--- src/rtl/rob_tag_ctrl.sv ---
// ---------------------------------------------------------------------------
// rob_tag_ctrl
// Reorder-buffer tag controller. Allocates tags in program order from a
// circular buffer, marks entries done from two result-broadcast ports, retires
// up to two finished entries per cycle strictly in order, and tells the
// register alias table which registers to allocate and which to release.
//
// Ports
//   clk, rst                   clock, asynchronous active-high reset
//   disp_valid/has_dest/dest   dispatch request and destination register
//   disp_ready, disp_tag       dispatch handshake and tag granted (tail)
//   cdb_valid/tag, cdb_valid2/tag2   two completion broadcast ports
//   flush                      discard every in-flight entry
//   rat_write/dest/tag         RAT allocate port (same cycle as dispatch)
//   rat_free/free_reg, rat_free2/free_reg2   RAT release ports per retire slot
//   commit_cnt                 entries retired this cycle (0..2)
//   count, full, empty         occupancy
// ---------------------------------------------------------------------------
module rob_tag_ctrl #(
   parameter int DEPTH = 32,
   parameter int NREG  = 32
) (
   input  logic                      clk,
   input  logic                      rst,
   input  logic                      disp_valid,
   input  logic                      disp_has_dest,
   input  logic [$clog2(NREG)-1:0]   disp_dest,
   output logic                      disp_ready,
   output logic [$clog2(DEPTH)-1:0]  disp_tag,
   input  logic                      cdb_valid,
   input  logic [$clog2(DEPTH)-1:0]  cdb_tag,
   input  logic                      cdb_valid2,
   input  logic [$clog2(DEPTH)-1:0]  cdb_tag2,
   input  logic                      flush,
   output logic                      rat_write,
   output logic [$clog2(NREG)-1:0]   rat_dest,
   output logic [$clog2(DEPTH)-1:0]  rat_tag,
   output logic                      rat_free,
   output logic [$clog2(NREG)-1:0]   rat_free_reg,
   output logic                      rat_free2,
   output logic [$clog2(NREG)-1:0]   rat_free_reg2,
   output logic [1:0]                commit_cnt,
   output logic [$clog2(DEPTH):0]    count,
   output logic                      full,
   output logic                      empty
);

   localparam int TAG_W = $clog2(DEPTH);
   localparam int REG_W = $clog2(NREG);
   localparam logic [TAG_W:0]   FULL_CNT = (TAG_W + 1)'(DEPTH);
   localparam logic [TAG_W:0]   ZERO_CNT = {(TAG_W + 1){1'b0}};
   localparam logic [TAG_W-1:0] TAG_ONE  = {{(TAG_W - 1){1'b0}}, 1'b1};
   localparam logic [TAG_W-1:0] TAG_ZERO = {TAG_W{1'b0}};

   // Entry storage
   logic [DEPTH-1:0] valid_q, valid_d;
   logic [DEPTH-1:0] done_q, done_d;
   logic [DEPTH-1:0] has_dest_q, has_dest_d;
   logic [REG_W-1:0] dest_q [DEPTH];
   logic [REG_W-1:0] dest_d [DEPTH];

   // Pointers and occupancy
   logic [TAG_W-1:0] head_q, head_d;
   logic [TAG_W-1:0] tail_q, tail_d;
   logic [TAG_W:0]   count_q, count_d;

   // Youngest in-flight producer of each architectural register
   logic [TAG_W-1:0] last_tag_q [NREG];
   logic [TAG_W-1:0] last_tag_d [NREG];
   logic [NREG-1:0]  last_vld_q, last_vld_d;

   // Combinational decode of the current state
   logic             full_s;
   logic             empty_s;
   logic             accept_s;
   logic             alloc_s;
   logic [TAG_W-1:0] head_p1_s;
   logic             commit0_s;
   logic             commit1_s;
   logic [REG_W-1:0] dest0_s;
   logic [REG_W-1:0] dest1_s;
   logic             free0_s;
   logic             free1_s;
   logic [1:0]       commit_cnt_s;

   // Handshake, retire and release decisions for the current cycle
   always_comb begin
      full_s     = (count_q == FULL_CNT);
      empty_s    = (count_q == ZERO_CNT);
      disp_ready = !full_s && !flush;
      // A dispatch seen while reset is held must not reach the RAT.
      accept_s   = disp_valid && disp_ready && !rst;
      alloc_s    = accept_s && disp_has_dest;
      head_p1_s  = head_q + TAG_ONE;

      // Done bits are registered, so a completion seen this cycle can only
      // retire from the next cycle on.
      commit0_s  = !flush && valid_q[head_q] && done_q[head_q];
      commit1_s  = commit0_s && valid_q[head_p1_s] && done_q[head_p1_s];
      dest0_s    = dest_q[head_q];
      dest1_s    = dest_q[head_p1_s];

      // Release a register only if the retiring entry is still its youngest
      // producer and a dispatch this cycle is not re-mapping the same register.
      free0_s    = commit0_s && has_dest_q[head_q] && last_vld_q[dest0_s] &&
                   (last_tag_q[dest0_s] == head_q) &&
                   !(alloc_s && (disp_dest == dest0_s));
      free1_s    = commit1_s && has_dest_q[head_p1_s] && last_vld_q[dest1_s] &&
                   (last_tag_q[dest1_s] == head_p1_s) &&
                   !(alloc_s && (disp_dest == dest1_s));

      if (commit1_s) begin
         commit_cnt_s = 2'd2;
      end else if (commit0_s) begin
         commit_cnt_s = 2'd1;
      end else begin
         commit_cnt_s = 2'd0;
      end
   end

   // Next-state computation: completion, then retire, then dispatch
   always_comb begin
      valid_d    = valid_q;
      done_d     = done_q;
      has_dest_d = has_dest_q;
      dest_d     = dest_q;
      head_d     = head_q;
      tail_d     = tail_q;
      count_d    = count_q;
      last_tag_d = last_tag_q;
      last_vld_d = last_vld_q;

      if (flush) begin
         valid_d    = {DEPTH{1'b0}};
         done_d     = {DEPTH{1'b0}};
         last_vld_d = {NREG{1'b0}};
         head_d     = TAG_ZERO;
         tail_d     = TAG_ZERO;
         count_d    = ZERO_CNT;
      end else begin
         // Completions only land on live entries; both ports may name one tag.
         done_d[cdb_tag]  = done_d[cdb_tag]  | (cdb_valid  & valid_q[cdb_tag]);
         done_d[cdb_tag2] = done_d[cdb_tag2] | (cdb_valid2 & valid_q[cdb_tag2]);

         // Retire: clear the committed slots and drop released mappings.
         valid_d[head_q]    = valid_d[head_q]    & ~commit0_s;
         done_d[head_q]     = done_d[head_q]     & ~commit0_s;
         valid_d[head_p1_s] = valid_d[head_p1_s] & ~commit1_s;
         done_d[head_p1_s]  = done_d[head_p1_s]  & ~commit1_s;
         last_vld_d[dest0_s] = last_vld_d[dest0_s] & ~free0_s;
         last_vld_d[dest1_s] = last_vld_d[dest1_s] & ~free1_s;

         // Dispatch: the tail slot is never a retiring slot, so no overlap.
         valid_d[tail_q]    = valid_d[tail_q] | accept_s;
         done_d[tail_q]     = done_d[tail_q] & ~accept_s;
         has_dest_d[tail_q] = accept_s ? disp_has_dest : has_dest_d[tail_q];
         dest_d[tail_q]     = accept_s ? disp_dest : dest_d[tail_q];
         last_tag_d[disp_dest] = alloc_s ? tail_q : last_tag_d[disp_dest];
         last_vld_d[disp_dest] = last_vld_d[disp_dest] | alloc_s;

         tail_d  = tail_q + {{(TAG_W - 1){1'b0}}, accept_s};
         head_d  = head_q + {{(TAG_W - 2){1'b0}}, commit_cnt_s};
         count_d = count_q + {{TAG_W{1'b0}}, accept_s}
                           - {{(TAG_W - 1){1'b0}}, commit_cnt_s};
      end
   end

   // State registers with asynchronous clear
   always_ff @(posedge clk or posedge rst) begin
      if (rst) begin
         valid_q    <= {DEPTH{1'b0}};
         done_q     <= {DEPTH{1'b0}};
         has_dest_q <= {DEPTH{1'b0}};
         head_q     <= TAG_ZERO;
         tail_q     <= TAG_ZERO;
         count_q    <= ZERO_CNT;
         last_vld_q <= {NREG{1'b0}};
         for (int i = 0; i < DEPTH; i++) begin
            dest_q[i] <= {REG_W{1'b0}};
         end
         for (int i = 0; i < NREG; i++) begin
            last_tag_q[i] <= TAG_ZERO;
         end
      end else begin
         valid_q    <= valid_d;
         done_q     <= done_d;
         has_dest_q <= has_dest_d;
         head_q     <= head_d;
         tail_q     <= tail_d;
         count_q    <= count_d;
         last_vld_q <= last_vld_d;
         dest_q     <= dest_d;
         last_tag_q <= last_tag_d;
      end
   end

   // Output mapping
   always_comb begin
      disp_tag      = tail_q;
      rat_write     = alloc_s;
      rat_dest      = disp_dest;
      rat_tag       = tail_q;
      rat_free      = free0_s;
      rat_free_reg  = dest0_s;
      rat_free2     = free1_s;
      rat_free_reg2 = dest1_s;
      commit_cnt    = commit_cnt_s;
      count         = count_q;
      full          = full_s;
      empty         = empty_s;
   end

endmodule

--- config.mk ---
export PLATFORM = sky130hd
export DESIGN_NAME = rob_tag_ctrl
export DESIGN_NICKNAME = d
export VERILOG_FILES = /design/src/rtl/rob_tag_ctrl.sv
export SDC_FILE = /design/constraint.sdc
export NUM_CORES = 2
export LEC_CHECK = 0
export CORE_ASPECT_RATIO = 0.9
export CORE_UTILIZATION = 34
export CTS_BUF_LIST = sky130_fd_sc_hd__clkbuf_2
export DETAILED_ROUTE_END_ITERATION = 12
export PLACE_DENSITY = 0.58
export SLEW_MARGIN = 10
export SYNTH_ARGS = -nofsm -noshare
export SYNTH_HDL_FRONTEND = slang
export SYNTH_SLANG_ARGS = --single-unit
--- constraint.sdc ---
create_clock -name clk -period 36.9 [get_ports clk]
set_input_delay 7.38 -clock clk [delete_from_list [all_inputs] [get_ports clk]]
set_output_delay 7.38 -clock clk [all_outputs]
set_load 0.005 [all_outputs]
After elaboration in Yosys (flattened, before gate mapping)

Index checks and enable logic that the tools add are counted.

Memories kept: 0
Register bits: 464
ROM bits: 0
Logic and storage cells: 266
Bits in writable memories: 0
Latch bits: 0
Output and inout port bits: 39

Multiplexer cells: 103
$add $sub $neg: 5
Equal/unequal tests: 5
Multipliers: 0
Div/mod/pow operators: 0
Magnitude comparators: 24
Bitwise gates (word level): 24
Reduce and logical (&&, ||, !) cells: 34
Shift operators: 0

Operators with widths:

| kind                                                       | count |
|---|---|
| bitwise mux 32 bit                                         | 12 |
| bitwise mux 160 bit                                        | 2 |
| binary-select mux 5 bit (select 5 bit)                     | 6 |
| binary-select mux 1 bit (select 5 bit)                     | 20 |
| 2-to-1 mux 32 bit                                          | 3 |
| 2-to-1 mux 5 bit                                           | 18 |
| demux 5 bit (select 5 bit)                                 | 2 |
| less-than comparator 5 x 6 -> 1 bit, second input constant | 8 |
| demux 1 bit (select 5 bit)                                 | 8 |
| >= comparator 5 x 1 -> 1 bit, second input constant        | 8 |
| >= comparator 6 bit, second input constant                 | 6 |
| inverter 5 -> 6 bit                                        | 6 |
| 2-to-1 mux 1 bit                                           | 30 |
| logical AND 1 bit                                          | 28 |
| == test 5 bit                                              | 4 |
| less-than comparator 6 x 1 -> 1 bit, second input constant | 2 |
| bitwise AND 1 bit                                          | 9 |
| adder 6 x 1 -> 6 bit                                       | 1 |
| == test 6 bit, second input constant                       | 1 |
| logical NOT 6 bit                                          | 1 |
| 2-to-1 mux 6 bit                                           | 1 |
| subtractor 6 x 2 -> 6 bit                                  | 1 |
| adder 5 x 1 -> 5 bit                                       | 1 |
| adder 5 x 1 -> 5 bit, second input constant                | 1 |
| 5 further kinds                                            | 16 |

Depth between registers and ports, before layout

Depth after elaboration: 23
Gate-level depth with buffers: 35
Gate-level depth less buffers: 19

Least setup slack after synthesis

Ideal clock, no wire load.

Path kind: input to output
Start point: input port rst
End point: output port rat_free
Buffers on the path: 0
Data required time: 29520 ps
Cell stages on the path: 9
Data arrival time: 19993 ps
Setup slack: 9527 ps
Path through: inv_1 -> nand3_1 -> inv_1 -> nand2_1 -> o41ai_1 -> nand4bb_1 -> a211oi_2 -> nand4_1 -> nor2_1

Word-level cells in the longest chain between the ends: 6

Ends and longest elaborated chain:

| element                            | RTL line | source |
|---|---|---|
| start, declared                    | 24       | `input logic rst,` |
| logical NOT 1 bit (no source line) | -        |  |
| logical AND 1 bit                  | 92       | `accept_s = disp_valid && disp_ready && !rst;` |
| logical AND 1 bit                  | 93       | `alloc_s = accept_s && disp_has_dest;` |
| logical AND 1 bit                  | 107      | `!(alloc_s && (disp_dest == dest0_s));` |
| logical NOT 1 bit                  | 107      |  |
| logical AND 1 bit                  | 106      | `(last_tag_q[dest0_s] == head_q) &&` |
| end, declared                      | 38       | `output logic rat_free,` |

No other way between the ends.

Final worst setup path

Start point: input port flush
End point: output port rat_free

Word-level cells in the longest chain between the ends: 8
Elaborated cells on any way between the ends: 13
Classes of those cells: reduce/logical: 13

Ends and longest elaborated chain:

| element                        | RTL line | source |
|---|---|---|
| start, declared                | 34       | `input logic flush,` |
| logical NOT 1 bit *            | 90, 98   |  |
| logical AND 1 bit              | 90       | `disp_ready = !full_s && !flush;` |
| logical AND 1 bit (2 in a row) | 92       |  |
| logical AND 1 bit              | 93       |  |
| logical AND 1 bit              | 107      |  |
| logical NOT 1 bit              | 107      |  |
| logical AND 1 bit *            | 106      |  |

Every way passes the cells marked *; elsewhere a longest branch is shown, timed or not.

==> out/results.ini <==
[run_status]
status = complete, no violations

[route]
ant_nets = 0
wl_per_cell_um = 31.8
route.vias.total = 41900
drt_iter0_drc = 7309
drtPass1Iterations = 9
routed_via_density = 6.82
drc = 0
wirelength_um = 195000

[floorplanning]
die_area_um2 = 116000
fp.dieH_um = 324
die_w_um = 359
core-area_um2 = 114000
initial_utilization_pct = 34.4
rows = 117
ios = 61

[critical_path]
crit_path_end_kind = primary output
crit_required_ns = 29.52
worstSetupPathType = input pin to primary output
crit_fanout = 44
worstPathArrival_ns = 11.63
crit_path_start_kind = input pin

[worst_hold_path]
hp-class = flop to flop

[clock_network]
post-cts-setup-buffers = 0
cts_resized = 0
cts_hold_buf = 0
h-tree-depth = 4
numCtsBuffers = 133
clock-sinks = 464
root_buffer = clkbuf_2
cts_buffer_depth = 3
clk_latency_ns = 1.51
clkTransAtPathRegs_ns = 0.10
cts_tree = built

[synthesis]
yosysSeqAreaShare_pct = 29.7
synth_nets = 4673
netlist_area_um2 = 39100
syn_area_per_cell_um2 = 8.44
async_flop_share_pct = 100
synth-edff-count = 0
synth_warnings = 0
ys_seq_elements = 464
synth_ff_type = dfrtp_1
syn_inst = 4630
ys_types = 120

[cells_and_area]
final_cell_area_um2 = 42100
regArea_um2 = 11600
syn2layout_area_growth_pct = 7.60
multi_input_area_um2 = 25300
n_fill_cell = 11900
nets = 4603
drive_above_1_share_pct = 16.1
final_common_cell = nand2_1
fin_util_pct = 37.0
final_cell_mix = nand2_1 (732), o21ai_0 (474), dfrtp_1 (458), nor2_1 (368), mux4_2 (182)

[job]
maxCapViolCount = 0

[timing]
maxSlewHeadroom_pct = 7.68
rsz0062_at_grt = false
hold_viol = 0
max_freq_mhz = 52.6
setup_viol = 0
worst_pin_slew_ns = 1.37
clock_skew_ns = 0.189
period_share_pct = 51.5
layout_min_cycle_time_ns = 19.01
slew_violations = 0
setup_tns_ns = 0

[global_route]
grt_antenna_before_repair = 9
first_global_vias = 38100
grt_max_degree = 155
overflow = 0
grt_pass1_wl_um = 280000
grt.total_usage_pct = 32.8

[place]
port_buffers = 60
postPlaceCellArea_um2 = 40900
place_congestion = 1.05
hpwl_um = 139000

[power]
power_mw = 1.99
peakVddDrop_mv = 0.0317
p_leak_nw = 15.8
power_density_nw_per_um2 = 47.2

[metal layers]
layer / global-route usage (%) / up-vias / share of wire, %
li1: - / 17400 / -
met2: 44.6 / 3405 / 39
met1: 46.7 / 20600 / 41
met4: 11.7 / 6 / 3.8
met5: 0 / - / 0.017
met3: 12.5 / 478 / 16
[worst max-delay path, stage by stage]
cell and delay [ns]:
buf_4 0.27, o21bai_1 0.25, a2111o_1 0.38, buf_4 0.20, nand2b_1 0.32, nor4b_1 0.54
buf_4 0.21, o41ai_1 0.08, nand4bb_1 0.22, a211oi_2 0.38, nand4_1 0.56, nor2_1 0.25
clkdlybuf4s50_1 0.53
[cells by family (layout without fill, tap and decap cells)]
family	after synthesis	count (layout)	share of synthesized area, %
simple gates	1782	1782	21.5
compound gates	1371	1371	23.6
flops	464	464	29.7
fa+ha+maj	21	21	0.710
mux	461	461	18.0
buf+inv	498	517	5.75
xor+xnor	33	33	0.826
other cells	0	9	0
[layout make-up]
| cell class | count | share of cell area (%) |
|---|---|---|
| clock buffer | 179 | 2.13 |
| clock inverter | 45 | 0.633 |
| tap | 1487 | 4.42 |
| sequential | 464 | 27.6 |
| antenna | 9 | 0.0535 |
| multi-input combinational | 3668 | 60.2 |
| inverter | 77 | 0.711 |
| timing repair buffer | 216 | 4.21 |
[where the power goes]
group / total [mW] / leakage, nW / internal (mW) / switching, mW
combinational: 0.959 / 8.67 / 0.275 / 0.683
sequential: 0.622 / 6.31 / 0.559 / 0.0629
clock: 0.406 / 0.860 / 0.143 / 0.263
total: 1.99 / 15.8 / 0.977 / 1.01
[flip-flops by register name (all words and copies together), names as in the netlist]
name        flops
done_q         32
valid_q        32
head_q          5
dest_q        160
has_dest_q     32
count           6
disp_tag        5
last_tag_q    160
last_vld_q     32
[cell usage after synthesis (13+ instances only)]
library cell,instances,area share [%]
ha_1,19,0.61
nand2_1,732,7.0
a32oi_1,13,0.29
a2111oi_0,50,1.1
o2111ai_1,22,0.49
nand4_1,54,0.86
a21oi_1,163,2.1
nand2b_1,35,0.56
a31oi_1,66,1.1
inv_1,70,0.67
nor3_1,112,1.4
mux4_2,182,10
mux2_2,96,2.8
o22ai_1,37,0.59
nand3b_1,19,0.36
and3_1,69,1.1
nor2_1,369,3.5
o211ai_1,54,1.0
nor2b_1,33,0.53
buf_1,43,0.41
or3_1,24,0.38
o21ai_1,20,0.26
and2_1,30,0.48
o221ai_1,14,0.31
a22o_1,26,0.58
clkbuf_1,229,2.2
buf_4,36,0.69
a22oi_1,77,1.5
a211oi_1,70,1.3
nand3_1,166,2.1
buf_2,99,1.3
a41oi_1,15,0.34
xnor2_1,24,0.54
o21ai_0,475,6.1
dfrtp_1,464,30
o31ai_1,17,0.33
a21boi_0,13,0.25
nor3b_1,13,0.25
mux2i_1,179,4.6
a41o_1,14,0.36
nor4_1,30,0.48
a221oi_1,38,0.85
o32ai_1,17,0.38
and4_1,14,0.31
a311oi_1,24,0.54
[final timing paths]
kind	start	endpoint	slack (ns)	cells after the start
worst max-delay path	flush	rat_free	17.89	13
worst min-delay path	dest_q[86]	dest_q[86]	0.53	2
worst max register to register	head_q[0]	last_vld_q[28]	25.03	22
worst min register to register	dest_q[86]	dest_q[86]	0.53	2
max in group asynchronous	rst	head_q[2]	28.29	4
min in group asynchronous	rst	last_tag_q[16]	6.26	2
[metrics by stage]
step	setup WS, ns	hold slack [ns]	instances
global placement	17.97	0.493	5912
floorplan	9.53	0.466	4630
global route	17.77	0.564	6138
CTS	17.96	0.533	6136
finish	17.89	0.532	6145
detailed placement	17.98	0.507	5912
Power figures use the tool's default switching activity.
